### src/rtl/config_pkg.sv
// Reduced elaborated core configuration: only the fields the descriptor reports.
// Mirrors the names of the full CVA6 config_pkg::cva6_cfg_t so callers pass the
// same structure they already build with build_config.
package config_pkg;

    typedef struct packed {
        int unsigned XLEN;
        int unsigned CLEN;
        int unsigned VLEN;
        int unsigned PLEN;
        bit          RVA;
        bit          RVB;
        bit          RVC;
        bit          RVD;
        bit          RVF;
        bit          RVH;
        bit          RVV;
        bit          RVS;
        bit          RVU;
        bit          RVZCB;
        bit          RVZCMP;
        bit          RVZiCond;
        bit          RVZcheripurecap;
        bit          RVZcherihybrid;
        bit          CvxifEn;
        bit          FpPresent;
        bit          CheriPresent;
        bit          MmuPresent;
        bit          DebugEn;
        bit          PerfCounterEn;
        bit          UseSharedTlb;
        int unsigned NrCommitPorts;
        int unsigned NrWbPorts;
        int unsigned NR_SB_ENTRIES;
        int unsigned NrPMPEntries;
        int unsigned ICACHE_SET_ASSOC;
        int unsigned ICACHE_INDEX_WIDTH;
        int unsigned DCACHE_SET_ASSOC;
        int unsigned DCACHE_INDEX_WIDTH;
        int unsigned ICACHE_LINE_WIDTH;
        int unsigned DCACHE_LINE_WIDTH;
        int unsigned InstrTlbEntries;
        int unsigned DataTlbEntries;
        int unsigned RASDepth;
        int unsigned BTBEntries;
        int unsigned BHTEntries;
        int unsigned FETCH_WIDTH;
        int unsigned FLen;
        logic [63:0] HaltAddress;
        logic [63:0] ExceptionAddress;
        logic [63:0] DmBaseAddress;
    } cva6_cfg_t;

    localparam cva6_cfg_t cva6_cfg_empty = '0;

endpackage

### src/rtl/cva6_cfg_desc_pkg.sv
// Config-descriptor format definitions: magic/version, word count, FSM states
// and the elaboration-time ROM builder that packs cva6_cfg_t into words.
// Optional feature macro: CVA6_CFG_DESC_ADDR_EN (adds six address words).
package cva6_cfg_desc_pkg;

    localparam logic [15:0] DescMagic   = 16'hCF6A;
    localparam logic [7:0]  DescVersion = 8'h01;

`ifdef CVA6_CFG_DESC_ADDR_EN
    localparam int unsigned NumWords = 15;
`else
    localparam int unsigned NumWords = 9;
`endif

    typedef enum logic [1:0] {
        IDLE  = 2'd0,
        SEND  = 2'd1,
        CKSUM = 2'd2
    } state_e;

    // Clamp to the field width so oversized parameters read as all-ones.
    function automatic logic [7:0] sat8(input int unsigned v);
        return (v > 32'd255) ? 8'hFF : v[7:0];
    endfunction

    function automatic logic [15:0] sat16(input int unsigned v);
        return (v > 32'd65535) ? 16'hFFFF : v[15:0];
    endfunction

    // Header and body words; the checksum is computed at run time.
    function automatic logic [NumWords-2:0][31:0] desc_rom(input config_pkg::cva6_cfg_t c);
        logic [NumWords-2:0][31:0] w;
        w = '0;
        w[0] = {DescMagic, DescVersion, 8'(NumWords)};
        w[1] = {sat8(c.XLEN), sat8(c.CLEN), sat8(c.VLEN), sat8(c.PLEN)};
        w[2] = {11'b0, c.UseSharedTlb, c.PerfCounterEn, c.DebugEn, c.MmuPresent,
                c.CheriPresent, c.FpPresent, c.CvxifEn, c.RVZcherihybrid,
                c.RVZcheripurecap, c.RVZiCond, c.RVZCMP, c.RVZCB, c.RVU, c.RVS,
                c.RVV, c.RVH, c.RVF, c.RVD, c.RVC, c.RVB, c.RVA};
        w[3] = {sat8(c.NrCommitPorts), sat8(c.NrWbPorts),
                sat8(c.NR_SB_ENTRIES), sat8(c.NrPMPEntries)};
        w[4] = {sat8(c.ICACHE_SET_ASSOC), sat8(c.ICACHE_INDEX_WIDTH),
                sat8(c.DCACHE_SET_ASSOC), sat8(c.DCACHE_INDEX_WIDTH)};
        w[5] = {sat16(c.ICACHE_LINE_WIDTH), sat16(c.DCACHE_LINE_WIDTH)};
        w[6] = {sat8(c.InstrTlbEntries), sat8(c.DataTlbEntries),
                sat8(c.RASDepth), sat8(c.BTBEntries)};
        w[7] = {sat16(c.BHTEntries), sat8(c.FETCH_WIDTH), sat8(c.FLen)};
`ifdef CVA6_CFG_DESC_ADDR_EN
        w[8]  = c.HaltAddress[31:0];
        w[9]  = c.HaltAddress[63:32];
        w[10] = c.ExceptionAddress[31:0];
        w[11] = c.ExceptionAddress[63:32];
        w[12] = c.DmBaseAddress[31:0];
        w[13] = c.DmBaseAddress[63:32];
`endif
        return w;
    endfunction

endpackage

### src/rtl/cva6_cfg_descriptor_tx.sv
// Serialises the elaborated core config into header, body and XOR checksum
// words on a valid/ready stream.
// Ports: clk_i, rst_i (sync, active-high); start_i/flush_i control;
//        valid_o/ready_i/data_o/last_o stream; busy_o status; done_o pulse.
// Optional feature macro: CVA6_CFG_DESC_ADDR_EN (six address words, 15 total).
module cva6_cfg_descriptor_tx
    import cva6_cfg_desc_pkg::*;
#(
    parameter config_pkg::cva6_cfg_t CVA6Cfg = config_pkg::cva6_cfg_empty
) (
    input  logic        clk_i,
    input  logic        rst_i,
    input  logic        start_i,
    input  logic        flush_i,
    output logic        busy_o,
    output logic        valid_o,
    input  logic        ready_i,
    output logic [31:0] data_o,
    output logic        last_o,
    output logic        done_o
);

    localparam int unsigned IdxW     = $clog2(NumWords);
    localparam int unsigned LastBody = NumWords - 2;

    localparam logic [1:0] StIdle  = 2'(IDLE);
    localparam logic [1:0] StSend  = 2'(SEND);
    localparam logic [1:0] StCksum = 2'(CKSUM);

    localparam logic [NumWords-2:0][31:0] Rom = desc_rom(CVA6Cfg);

    logic [1:0]      state_q, state_d;
    logic [IdxW-1:0] idx_q, idx_d;
    logic [31:0]     csum_q, csum_d;
    logic            done_q, done_d;
    logic [31:0]     rom_word;
    logic            beat;

    // ROM read, compare-select so the index width need not match the ROM depth.
    always_comb begin
        rom_word = '0;
        for (int unsigned i = 0; i < NumWords - 1; i++) begin
            if (idx_q == IdxW'(i)) rom_word = Rom[i];
        end
    end

    // Outputs decode directly from the registered state.
    assign valid_o = (state_q == StSend) || (state_q == StCksum);
    assign busy_o  = valid_o;
    assign last_o  = (state_q == StCksum);
    assign data_o  = (state_q == StCksum) ? csum_q :
                     (state_q == StSend)  ? rom_word : 32'h0;
    assign done_o  = done_q;
    assign beat    = valid_o & ready_i;

    // Next-state logic; flush overrides every state including a start in IDLE.
    always_comb begin
        state_d = state_q;
        idx_d   = idx_q;
        csum_d  = csum_q;
        done_d  = 1'b0;
        if (flush_i) begin
            state_d = StIdle;
            idx_d   = '0;
            csum_d  = '0;
        end else begin
            case (state_q)
                StIdle: begin
                    if (start_i) begin
                        state_d = StSend;
                        idx_d   = '0;
                        csum_d  = '0;
                    end
                end
                StSend: begin
                    if (beat) begin
                        csum_d = csum_q ^ rom_word;
                        idx_d  = idx_q + IdxW'(1);
                        if (idx_q == IdxW'(LastBody)) state_d = StCksum;
                    end
                end
                StCksum: begin
                    if (beat) begin
                        state_d = StIdle;
                        idx_d   = '0;
                        csum_d  = '0;
                        done_d  = 1'b1;
                    end
                end
                default: begin
                    state_d = StIdle;
                    idx_d   = '0;
                    csum_d  = '0;
                end
            endcase
        end
    end

    // State register.
    always_ff @(posedge clk_i) begin
        if (rst_i) begin
            state_q <= StIdle;
            idx_q   <= '0;
            csum_q  <= '0;
            done_q  <= 1'b0;
        end else begin
            state_q <= state_d;
            idx_q   <= idx_d;
            csum_q  <= csum_d;
            done_q  <= done_d;
        end
    end

endmodule

### config.mk
export PLATFORM = sky130hd
export DESIGN_NAME = cva6_cfg_descriptor_tx
export DESIGN_NICKNAME = d
export VERILOG_FILES = /design/src/rtl/config_pkg.sv /design/src/rtl/cva6_cfg_desc_pkg.sv /design/src/rtl/cva6_cfg_descriptor_tx.sv
export SDC_FILE = /design/constraint.sdc
export NUM_CORES = 1
export LEC_CHECK = 0
export ABC_AREA = 1
export CELL_PAD_IN_SITES_DETAIL_PLACEMENT = 0
export CELL_PAD_IN_SITES_GLOBAL_PLACEMENT = 1
export CORE_ASPECT_RATIO = 1.1
export CORE_MARGIN = 2
export CORE_UTILIZATION = 33
export CTS_CLUSTER_SIZE = 12
export DETAILED_ROUTE_END_ITERATION = 10
export PLACE_DENSITY = 0.85
export SLEW_MARGIN = 15
export SYNTH_ARGS = -nofsm -noshare
export SYNTH_HDL_FRONTEND = slang
export SYNTH_SLANG_ARGS = --single-unit
### constraint.sdc
create_clock -name clk_i -period 3.3 [get_ports clk_i]
set_clock_uncertainty 0.2 [all_clocks]
set_input_delay 0.825 -clock clk_i [delete_from_list [all_inputs] [get_ports clk_i]]
set_output_delay 0.825 -clock clk_i [all_outputs]
set_load 0.005 [all_outputs]
Word-level counts from Yosys, hierarchy flattened
Index checks and enable logic that the tools add are counted.
- eq/ne operators: 13
- reduce and logical (&&, ||, !) cells: 7
- multiplexer cells: 24
- bitwise gates (word level): 3
- $add $sub $neg: 1
- operator list (kind ; count):
    $mux 32 ; 13
    $pmux 32 s3 ; 1
    $xor 32x32->32 ; 1
    $eq 4x3->1 const B ; 4
    $mux 4 ; 3
    $pmux 4 s3 ; 1
    $eq 4x2->1 const B ; 2
    $mux 2 ; 4
    $ne 2x2->1 const B ; 3
    $pmux 2 s3 ; 1
    $add 4x1->4 const B ; 1
    $eq 4x1->1 const B ; 1
    $logic_not 4->1 ; 1
    $reduce_and 4->1 ; 1
    $reduce_and 3->1 ; 1
    $reduce_or 3->1 ; 1
    $eq 2x1->1 const B ; 1
    $eq 2x2->1 const B ; 1
    $logic_not 2->1 ; 1
    $ne 2x1->1 const B ; 1
    $reduce_or 2->1 ; 1
    $and 1x1->1 ; 1
    $logic_or 1x1->1 ; 1
    $mux 1 ; 1
    $not 1->1 ; 1
- output and inout port bits: 36
- input bits: 5
- word-level logic and storage cells: 52
- bits in registers: 39

Logic depth before layout (Yosys ltp)
- depth after elaboration: 12
- depth in mapped cells: 11
- gate-level depth less buffers: 10

Least setup slack after synthesis
OpenSTA, ideal clock, no wires.
- kind: register -> output
- start point: register idx_q[0]
- end point: output port data_o[17]
- path buffers: 1
- stages on the path, launching flop included: 9
- data required time: 2.275 ns
- data arrival time: 1.294 ns
- setup slack: 0.981 ns
- cells stage by stage: dfxtp_1 > inv_1 > ha_1 > nor2_1 > nand2_1 > nor2_2 > nand3_1 > buf_2 > o21ai_0
- cells in the longest elaborated chain, start to end: 11
- elaborated cells between the ends (all ways): 18
- those cells by class: eq/ne: 7; mux: 10; reduce/logical: 1
- RTL lines (element ; line ; text):
    from (decl) ; cva6_cfg_descriptor_tx.sv:33 ; logic [IdxW-1:0] idx_q, idx_d;
    from (signal assigned) ; cva6_cfg_descriptor_tx.sv:108 ; idx_q <= idx_d;
    $logic_not 4->1 ; cva6_cfg_descriptor_tx.sv:43 ; if (idx_q == IdxW'(i)) rom_word = Rom[i];
    $mux 32 (7 in series) ; cva6_cfg_descriptor_tx.sv:43 ;
    $mux 32 * ; cva6_cfg_descriptor_tx.sv:43 ;
    $mux 32 * ; cva6_cfg_descriptor_tx.sv:52 ; (state_q == StSend) ? rom_word : 32'h0;
    $mux 32 * ; cva6_cfg_descriptor_tx.sv:51 ; assign data_o = (state_q == StCksum) ? csum_q :
    to (decl) ; cva6_cfg_descriptor_tx.sv:18 ; output logic [31:0] data_o,
Mark *: on every way between the ends. The rest lies on a longest branch, timed or not.

Worst setup path in the final report
- start point: register idx_q[1]
- end point: output port data_o[19]
The elaborated chain is that of the path after synthesis.

==> run summary <==
Initial Utilization -> 34.1%
Worst EP required -> 2.27 ns
initial DRC count -> 29
Post-DRT Antenna Nets -> 0
Startpoint Class -> flop
EDFF count, synth -> 0
endpoints failing setup -> 0
all-layer global routing usage -> 11.7%
gpl congestion -> 0.765
fill cell count -> 418
Yosys reg bits -> 20
HP Class -> reg2reg
Synth Area in Compound Gates -> 6.88%
largest net degree at the start of global routing -> 27
fin crit period -> 3.15 ns
Final Hold Violating Endpoints -> 0
drt pass-1 iters -> 4
mux contribution to synthesized area -> 0%
post-synth top area share -> 32.4%
Reg clk slew, reported paths -> 0.07 ns
Netlist cell types -> 21
via count -> 1023
Final #Nets -> 224
Cell Count, Final, Fillers Out -> 261
IO Count -> 41
Max VDD drop -> 0.194 mV
critical path's slowest cell -> clkdlybuf4s50_1
CTS tree -> yes
die area -> 4250 µm²
reg2reg start -> idx_q[1]
initial antenna violation count -> 0
Core Area -> 3630 µm²
fin crit share -> 95.5%
die height -> 68.2 µm
HP Start -> idx_q[0]
worst stage delay on the critical path -> 0.52 ns
routed length per instance -> 9.25 µm
via/cell ratio -> 3.92
final total power -> 0.627 mW
final slew viol count -> 0
PD cells -> 414 nW/µm²
Synth async-reset ratio -> 0%
Ant. Diodes -> 0
top cells by area, synth -> dfxtp_1 32%, nand2_1 13%, buf_4 13%, nor2_1 12%, inv_1 7.6%
Hold Path Depth -> 2
Inst Count DP -> 256
global route overflow -> 0
H-tree depth -> 1
first-pass GRT wire length -> 3970 µm
CP delay by family, top -> buffers and inverters
worst path bufs/invs -> 3
CTS Buffer Depth -> 2
CTS root buffer -> clkbuf_8
status -> completed
synth warn -> 0
number of global-route vias before repair -> 957
Die Wd -> 62.4 µm
adder-cell share of the synthesized area -> 7.09%
leakage -> 0.753 nW
Crit. End Element -> output port
Reg-to-Reg End -> csum_q[25]
R2R cell count -> 11
Hold Path End -> idx_q[0]
count of max-cap constraint violations -> 0
DP HPWL -> 1750 µm
Layout area overhead -> 22.6%
critical path cell sequence -> inv_1, ha_1, nor2_1, nand2_1, nor2_2, nand3_4, buf_4, o21ai_0, clkdlybuf4s50_1
standard-cell rows -> 23
Setup CP Type -> reg2out
share of post-route cells with drive strength above 1 -> 8.06%
highest clock rate -> 0.317 GHz
CP Max Fanout -> 8
Num CTS Buffers -> 3
main combinational cell family by area after synthesis -> simple AND/OR/NAND/NOR gates
Worst-Skew Late Latency -> 0.26 ns
Post-Syn Area -> 1240 µm²
Synth Flop Type -> dfxtp_1
Post-Synth Simple-Gate Area -> 30.4%
leading area contributor after synthesis -> dfxtp_1
most frequent cells after synthesis -> 44 x nand2_1, 38 x nor2_1, 25 x inv_1, 21 x buf_4, 20 x dfxtp_1
Seq/Total Area, Yosys -> 32.4%
number of port buffers -> 21
xor/xnor share of the synthesized area -> 0%
CTS Sinks -> 20
most common cell in the synthesized netlist -> nand2_1
cell depth of the worst setup path -> 9
cells after synthesis -> 189
Worst EP arrival -> 2.13 ns
Mean Syn Cell Area -> 6.54 µm²
WL final -> 2410 µm
Worst R2R Setup Slack -> 1.41 ns
DRC -> 0
[tightest hold or removal path: stages (launching register included)]
cell,delay (ns)
dfxtp_2,0.34
nand2_1,0.06
a21oi_1,0.06
[stage by stage]
step / hold WS [ns] / worst slack [ns] / utilization [%] / instance area, µm² / setup TNS (ns)
floorplan: 0.280 / 0.981 / - / 1300 / 0
global placement: 0.299 / 0.357 / 39.1 / 1420 / 0
detailed placement: 0.307 / 0.331 / 39.1 / 1420 / 0
CTS: 0.318 / 0.00922 / 41.0 / 1490 / 0
global route: 0.337 / -0.0308 / 41.8 / 1520 / -0.103
finish: 0.302 / 0.147 / 41.8 / 1520 / 0
[area by class of cell]
type                            count  area [µm²]  share of cell area [%]
Tap cell                           50        62.6                    4.13
Clock buffer                        3        41.3                    2.73
Clock inverter                      1        30.0                    1.98
Inverter                           27         101                    6.69
Timing Repair Buffer               25         245                    16.2
Multi-Input combinational cell    135         632                    41.7
Sequential cell                    20         403                    26.6
[per-layer routing]
metal | share of wire [%] | wire (µm) | GRT usage [%] | up-vias
met3 | 6.0 | 145 | 3.62 | 5
li1 | - | - | - | 565
met5 | 0 | 0 | 0 | -
met4 | 1.2 | 29 | 2.50 | 0
met2 | 47 | 1130 | 23.8 | 27
met1 | 46 | 1110 | 12.0 | 426
[worst max-delay path by stage]
stage	from	slack (ns)	to
after floorplan	idx_q[0]	0.98	data_o[17]
after global placement	idx_q[0]	0.36	data_o[26]
after detailed placement	idx_q[0]	0.33	data_o[26]
after CTS	idx_q[1]	0.009	data_o[26]
after global routing	idx_q[0]	-0.03	data_o[19]
final	idx_q[1]	0.15	data_o[19]
[sequential cells by signal (all words and copies together) (netlist names)]
signal	count
state_q	2
done_o	1
csum_q	13
idx_q	4
[repair_timing]
action | 4_1_cts | 5_1_grt
setup endpoints to repair | 0 | 13
hold buffers | 0 | 0
setup buffers | 0 | 1
resized for setup | 0 | 6
[logic make-up (layout without fill, tap and decap cells)]
logic type / after synthesis / in the layout
AO/OA/AOI/OAI: 17 / 17
adder cells (fa/ha/maj): 7 / 7
flip-flops: 20 / 20
buffers and inverters: 52 / 56
AND/OR/NAND/NOR: 92 / 92
other: 1 / 19
[cell usage in the layout, fill, tap and decap left out, types with 2 or more instances in the layout]
cell type,n
clkdlybuf4s50_1,19
inv_1,25
dfxtp_2,2
nand2_1,44
ha_1,7
clkbuf_8,3
nor2_1,38
a21oi_1,2
dlymetal6s2s_1,2
nand3_1,2
buf_4,4
inv_2,2
dfxtp_1,18
o21ai_0,15
conb_1,19
[power by group]
| group | total [mW] | switching (mW) | internal (mW) | leakage [nW] |
|---|---|---|---|---|
| combinational | 0.124 | 0.0710 | 0.0526 | 0.554 |
| sequential | 0.255 | 0.00380 | 0.252 | 0.163 |
| clock | 0.248 | 0.0857 | 0.162 | 0.0357 |
| total | 0.627 | 0.160 | 0.466 | 0.753 |
(Power assumes the default switching activity.)
